`config.mk`:
```
export PLATFORM = sky130hd
export DESIGN_NAME = uart_msg_arbiter
export DESIGN_NICKNAME = d
export VERILOG_FILES = /design/src/rtl/uart_msg_arbiter.sv
export SDC_FILE = /design/constraint.sdc
export NUM_CORES = 1
export LEC_CHECK = 0
export ABC_AREA = 1
export CAP_MARGIN = 25
export CORE_MARGIN = 1.5
export CORE_UTILIZATION = 48
export DETAILED_ROUTE_END_ITERATION = 8
export GPL_ROUTABILITY_DRIVEN = 0
export GPL_TIMING_DRIVEN = 1
export PLACE_DENSITY_LB_ADDON = 0.25
export SKIP_CTS_REPAIR_TIMING = 1
export SYNTH_ARGS = -nofsm -noshare
export SYNTH_HDL_FRONTEND = slang
export SYNTH_SLANG_ARGS = --single-unit
```
`constraint.sdc`:
```
create_clock -name clk -period 1.7 [get_ports clk]
set_clock_uncertainty 0.05 [all_clocks]
set_input_delay 0.34 -clock clk [delete_from_list [all_inputs] [get_ports clk]]
set_output_delay 0.34 -clock clk [all_outputs]
set_load 0.02 [all_outputs]
```
`src/rtl/uart_msg_arbiter.sv`:
```
// Shares one UART byte transmitter between alarm, status and measurement frame sources.
// Grants whole frames, paces bytes on tx_done, enforces an inter-frame gap and a stall timeout.
module uart_msg_arbiter #(
  parameter int unsigned GAP_CYC = 200_000,
  parameter int unsigned TIMEOUT = 100_000
) (
  input  logic        clk,
  input  logic        rst_n,
  input  logic [2:0]  i_req,
  input  logic [23:0] i_req_data,
  input  logic [2:0]  i_req_last,
  output logic [2:0]  o_req_ack,
  output logic        o_send_en,
  output logic [7:0]  o_data_byte,
  input  logic        i_tx_done,
  output logic [2:0]  o_gnt,
  output logic        o_busy,
  output logic        o_frame_done,
  output logic        o_abort
);

  typedef enum logic [1:0] {
    ST_IDLE      = 2'd0,
    ST_LOAD      = 2'd1,
    ST_WAIT_DONE = 2'd2,
    ST_GAP       = 2'd3
  } state_t;

  // A zero gap still spends one cycle in GAP before returning to IDLE.
  localparam logic [23:0] LP_GAP_LAST = (GAP_CYC == 32'd0) ? 24'd0 : 24'(GAP_CYC - 32'd1);
  localparam logic [23:0] LP_TMO_LAST = 24'(TIMEOUT - 32'd1);

  state_t      r_state;
  logic [1:0]  r_own;
  logic        r_rr_sel2;
  logic        r_last;
  logic [23:0] r_cnt;

  logic        w_own_req;
  logic        w_own_last;
  logic [7:0]  w_own_data;

  // Select the current owner's request, byte and last flag
  always_comb begin
    w_own_req  = 1'b0;
    w_own_last = 1'b0;
    w_own_data = 8'd0;
    case (r_own)
      2'd0: begin
        w_own_req  = i_req[0];
        w_own_last = i_req_last[0];
        w_own_data = i_req_data[7:0];
      end
      2'd1: begin
        w_own_req  = i_req[1];
        w_own_last = i_req_last[1];
        w_own_data = i_req_data[15:8];
      end
      2'd2: begin
        w_own_req  = i_req[2];
        w_own_last = i_req_last[2];
        w_own_data = i_req_data[23:16];
      end
      default: begin
        w_own_req  = 1'b0;
        w_own_last = 1'b0;
        w_own_data = 8'd0;
      end
    endcase
  end

  // Arbitration, byte pacing, timeout and gap sequencing with registered outputs
  always_ff @(posedge clk or negedge rst_n) begin
    if (!rst_n) begin
      r_state      <= ST_IDLE;
      r_own        <= 2'd0;
      r_rr_sel2    <= 1'b0;
      r_last       <= 1'b0;
      r_cnt        <= 24'd0;
      o_req_ack    <= 3'b000;
      o_send_en    <= 1'b0;
      o_data_byte  <= 8'd0;
      o_gnt        <= 3'b000;
      o_busy       <= 1'b0;
      o_frame_done <= 1'b0;
      o_abort      <= 1'b0;
    end else begin
      o_send_en    <= 1'b0;
      o_req_ack    <= 3'b000;
      o_frame_done <= 1'b0;
      o_abort      <= 1'b0;
      case (r_state)
        ST_IDLE: begin
          if (i_req[0]) begin
            r_own   <= 2'd0;
            o_gnt   <= 3'b001;
            o_busy  <= 1'b1;
            r_state <= ST_LOAD;
          end else if (i_req[1] && (!i_req[2] || !r_rr_sel2)) begin
            r_own     <= 2'd1;
            o_gnt     <= 3'b010;
            r_rr_sel2 <= 1'b1;
            o_busy    <= 1'b1;
            r_state   <= ST_LOAD;
          end else if (i_req[2]) begin
            r_own     <= 2'd2;
            o_gnt     <= 3'b100;
            r_rr_sel2 <= 1'b0;
            o_busy    <= 1'b1;
            r_state   <= ST_LOAD;
          end else begin
            r_state <= ST_IDLE;
          end
        end
        ST_LOAD: begin
          if (w_own_req) begin
            o_data_byte <= w_own_data;
            r_last      <= w_own_last;
            o_send_en   <= 1'b1;
            o_req_ack   <= 3'b001 << r_own;
            r_cnt       <= 24'd0;
            r_state     <= ST_WAIT_DONE;
          end else begin
            o_abort <= 1'b1;
            o_gnt   <= 3'b000;
            r_cnt   <= 24'd0;
            r_state <= ST_GAP;
          end
        end
        ST_WAIT_DONE: begin
          // tx_done during the strobe cycle belongs to the previous byte
          if (i_tx_done && !o_send_en) begin
            if (r_last) begin
              o_frame_done <= 1'b1;
              o_gnt        <= 3'b000;
              r_cnt        <= 24'd0;
              r_state      <= ST_GAP;
            end else begin
              r_state <= ST_LOAD;
            end
          end else if (r_cnt >= LP_TMO_LAST) begin
            o_abort <= 1'b1;
            o_gnt   <= 3'b000;
            r_cnt   <= 24'd0;
            r_state <= ST_GAP;
          end else begin
            r_cnt <= r_cnt + 24'd1;
          end
        end
        ST_GAP: begin
          if (r_cnt >= LP_GAP_LAST) begin
            o_busy  <= 1'b0;
            r_state <= ST_IDLE;
          end else begin
            r_cnt <= r_cnt + 24'd1;
          end
        end
        default: begin
          o_gnt   <= 3'b000;
          o_busy  <= 1'b0;
          r_state <= ST_IDLE;
        end
      endcase
    end
  end

endmodule

```
==> results.md <==
Timing:
- Timing would allow up to around 0.57 GHz.
- The final-report setup violation count is 16.
- The final-report max-slew violation count is 0.
- The slew of the pin with the lowest slew margin is 0.422 ns.
- In the post-route analysis, the smallest setup slack over all paths is -0.0564 ns.
- Setup repair after global routing could not meet its margin everywhere.
- The final critical-path share of the clock period is 103%.
- The final hold violation count is 0.
- The routed design could run at a clock period as short as about 1.8 ns.
- Headroom to the max-slew limit came out at about 70%.
- The sum of negative setup slack is -0.417 ns.

Detailed routing:
- The detailed router's first-iteration violation count is ~150.
- The length of routed met2 wiring is roughly 4500 microns.
- After detailed routing, no signal wire sits above met4.
- The detailed router put a total of between 3000 and 4000 microns of wire on met1.
- The routed via count is around 3.0k.
- For this block, the routed nets add up to ~8400 microns of wire.
- The first-pass iteration count of the detailed router is 5.
- The per-cell routed wire length is approximately 15 microns.
- The per-cell via count in the routed design is about 5.4.
- The antenna violation net count after detailed routing is 0.
- For this run, design rule violations remaining after detail routing come to 0.
- The met3 routed wirelength is around 400 microns.

Die:
- Row generation in the floorplan step produced 28 rows.
- Once the floorplan was initialized, standard cells occupied 49.6% of the core.
- The region available for standard cell placement spans 5890 sq um.
- The area enclosed by the die boundary is around 6600 sq um.
- The I/O pin count is between 50 and 60.
- The die outline width is just over 80 microns.
- The die extent in y is between 80 and 90 microns.

Layout:
- In the layout the commonest cells are 80 x sky130_fd_sc_hd__nand2_1, 47 x sky130_fd_sc_hd__nor2_1, 43 x sky130_fd_sc_hd__buf_4.
- The leading cell type in the layout, fill and taps excluded is sky130_fd_sc_hd__nand2_1.
- Once layout is complete, the utilization of the core stands at roughly three quarters.
- The net count of the finished layout is roughly 520.
- The post-route netlist has between 30% and 40% of its cells at a drive strength greater than 1.
- 0 antenna diodes ended up in the layout.
- The final standard cell area without fillers is between 4000 and 5000 sq um.
- The area growth from synthesis to final layout is 51.8%.

CTS:
- The clock root buffer master is sky130_fd_sc_hd__clkbuf_8.
- The clock buffer count from CTS is 5.
- Clock-pin slew was measured on the worst setup and hold paths at roughly 0.1 ns.
- The clock tree from TritonCTS is built.
- The count of H-tree levels built during CTS is 2.
- The clock reaches the later pin of the worst-skew pair after around 0.31 ns.
- Clock tree synthesis found a total of 48 sinks.
- Counting along the longest clock path gives a buffer depth of 2.

Worst setup path:
- The type of origin of the critical path is a flop.
- The kind of end point of the critical path is a flop.
- For the worst setup path, the data arrival time is between 1.5 and 2 ns.
- In this run the worst path has a maximum fanout of 8.
- The setup slack of the worst register-to-register path is -0.06 ns.
- The reg-to-reg critical path startpoint is r_cnt[14].
- In this run the critical register-to-register path is captured at r_cnt[8].
- STA puts the critical path data required time at between 1.5 and 2 ns.
- Counting cells, the worst reg-to-reg path comes to 9.
- By startpoint and endpoint, the worst setup path is classified as reg -> reg.

Pwr:
- The sum of internal, switching and leakage power is 5.39 mW.
- Combinational logic is responsible for a little under three fifths of the overall power.
- The switching power share of the total is about 43%.
- For this design the ratio of total power to cell area is 1220 nW/um^2.
- The internal power component is 3.07 mW.
- The worst voltage drop across the vdd grid is 0.000897 V.
- The leakage component of the power is 2.10 nW.
- The net load switching power is approximately 2.3 mW.
- The portion of total power attributed to the clock network is around 14%.
- Per report_power, the sequential group accounts for around 30% of the total.

Placement:
- The total cell area at the placement stage is between 3000 and 4000 sq um.
- The detailed-placement wirelength estimate is between 5000 and 6000 microns.
- Input and output buffers added on the ports amount to 50.
- The worst setup timing slack at the placement stage is -0.403 ns.

Logic synthesis:
- After synthesis, flip-flops and latches occupy about two fifths of the total area.
- The synthesized instance count is 378.
- The post-synth net total is 416.
- The number of synthesized flops with an enable pin is 0.
- The total of warnings raised by yosys is 0.
- In this run, synthesis produced a sequential element count of 48.
- The synthesized netlist contains 36 unique library cells.
- The mapped cell area is 2920 sq um.
- Of all flip-flops after synthesis, the portion carrying an async set or reset was 100%.
- The synthesized area per cell is 7.72 sq um.
- The prevailing post-synth register cell is sky130_fd_sc_hd__dfrtp_1.

Job:
- Across the run, the number of max-cap violations was 0.

Outcome:
- The run finished, with violations left.
- The final reports fail on setup timing.

GRT:
- The global-route wire length before repair is between 10,000 and 15,000 microns.
- The pin count of the biggest net entering global routing is 33.
- The total global routing overflow is 0.
- The number of global-route vias before repair is around 2.6k.
- The initial antenna violation count is 0.
- The global routing usage summed across all routing layers is between 20% and 30%.

Worst hold path:
- The classification of the worst-slack hold path is in -> async.
synth_stat cells (3+ instances only):
cell	instances	area, sq um
sky130_fd_sc_hd__inv_1	41	154
sky130_fd_sc_hd__a22oi_1	4	30.0
sky130_fd_sc_hd__nor2_1	57	214
sky130_fd_sc_hd__nand2_2	3	18.8
sky130_fd_sc_hd__dfrtp_1	48	1200
sky130_fd_sc_hd__nand2_4	3	33.8
sky130_fd_sc_hd__nand3_2	9	90.1
sky130_fd_sc_hd__a21oi_1	4	20.0
sky130_fd_sc_hd__nand3_1	27	135
sky130_fd_sc_hd__nor2_2	16	100
sky130_fd_sc_hd__o21ai_0	8	40.0
sky130_fd_sc_hd__nand4_1	13	81.3
sky130_fd_sc_hd__inv_2	6	22.5
sky130_fd_sc_hd__a41oi_2	3	48.8
sky130_fd_sc_hd__nor3_1	8	40.0
sky130_fd_sc_hd__nand2_1	99	372
sky130_fd_sc_hd__ha_1	5	62.6
sequential cells by signal, indices dropped and copies added, names as in the netlist:
| signal | cells |
|---|---|
| o_gnt | 3 |
| o_frame_done | 1 |
| r_cnt | 24 |
| o_data_byte | 8 |
| o_req_ack | 3 |
| r_own | 2 |
| o_busy | 1 |
| o_send_en | 1 |
| r_rr_sel2 | 1 |
| r_last | 1 |
| o_abort | 1 |
| r_state | 2 |
layer usage:
| metal | global-route usage [%] | vias up |
|---|---|---|
| met5 | 0 | - |
| met2 | 39.6 | 116 |
| met1 | 26.9 | 1425 |
| met3 | 4.83 | 26 |
| met4 | 9.31 | 0 |
| li1 | - | 1429 |
cells by family after synthesis:
logic type	share of synthesized area, %
AO/OA/AOI/OAI	6.39
adder cells (fa/ha/maj)	2.15
buffers and inverters	8.88
flip-flops	41.2
AND/OR/NAND/NOR	41.4
stage by stage:
stage,hold slack (ns),std cells
2_1_floorplan,-0.00559,378
3_3_place_gp,0.245,528
3_5_place_dp,0.245,528
4_1_cts,-0.0860,536
5_1_grt,0.476,560
6_report,0.439,560
how the worst max path moves through the flow:
stage | startpoint | end | slack (ns) | depth (start not counted)
after floorplan | r_state[0] | o_busy | 0.06 | 9
after global placement | i_tx_done | r_cnt[7] | -0.38 | 9
after detailed placement | i_tx_done | r_cnt[2] | -0.40 | 9
after CTS | r_state[1] | o_busy | -0.27 | 10
after global routing | r_cnt[8] | r_cnt[15] | -0.16 | 12
final | r_cnt[14] | r_cnt[8] | -0.06 | 9
final cells by class:
type / count / area [sq um]
well taps: 75 / 93.8
repair buffers: 103 / 1030
fillers: 416 / 1460
clock inverters: 2 / 13.8
inverters: 50 / 203
flip-flops and latches: 48 / 1210
clock buffers: 6 / 82.6
multi-input cells: 276 / 1790
power groups by stage:
stage	logic (mW)	clock network, mW	registers, mW
after floorplan	1.28	0	1.79
after global placement	2.35	0	1.57
after detailed placement	2.41	0	1.58
after CTS	2.42	0.760	1.56
after global routing	3.30	0.803	1.61
final	3.06	0.750	1.58
worst max-delay path, stage by stage, from the launching register on:
cell,delay [ns]
sky130_fd_sc_hd__dfrtp_2,0.48
sky130_fd_sc_hd__nor2_4,0.17
sky130_fd_sc_hd__nand3_2,0.11
sky130_fd_sc_hd__a21oi_2,0.18
sky130_fd_sc_hd__nand2_4,0.09
sky130_fd_sc_hd__nand2_8,0.12
sky130_fd_sc_hd__clkbuf_16,0.16
sky130_fd_sc_hd__nand3_4,0.07
sky130_fd_sc_hd__nor2_1,0.16
sky130_fd_sc_hd__nor2_2,0.06
(Power assumes the default switching activity.)
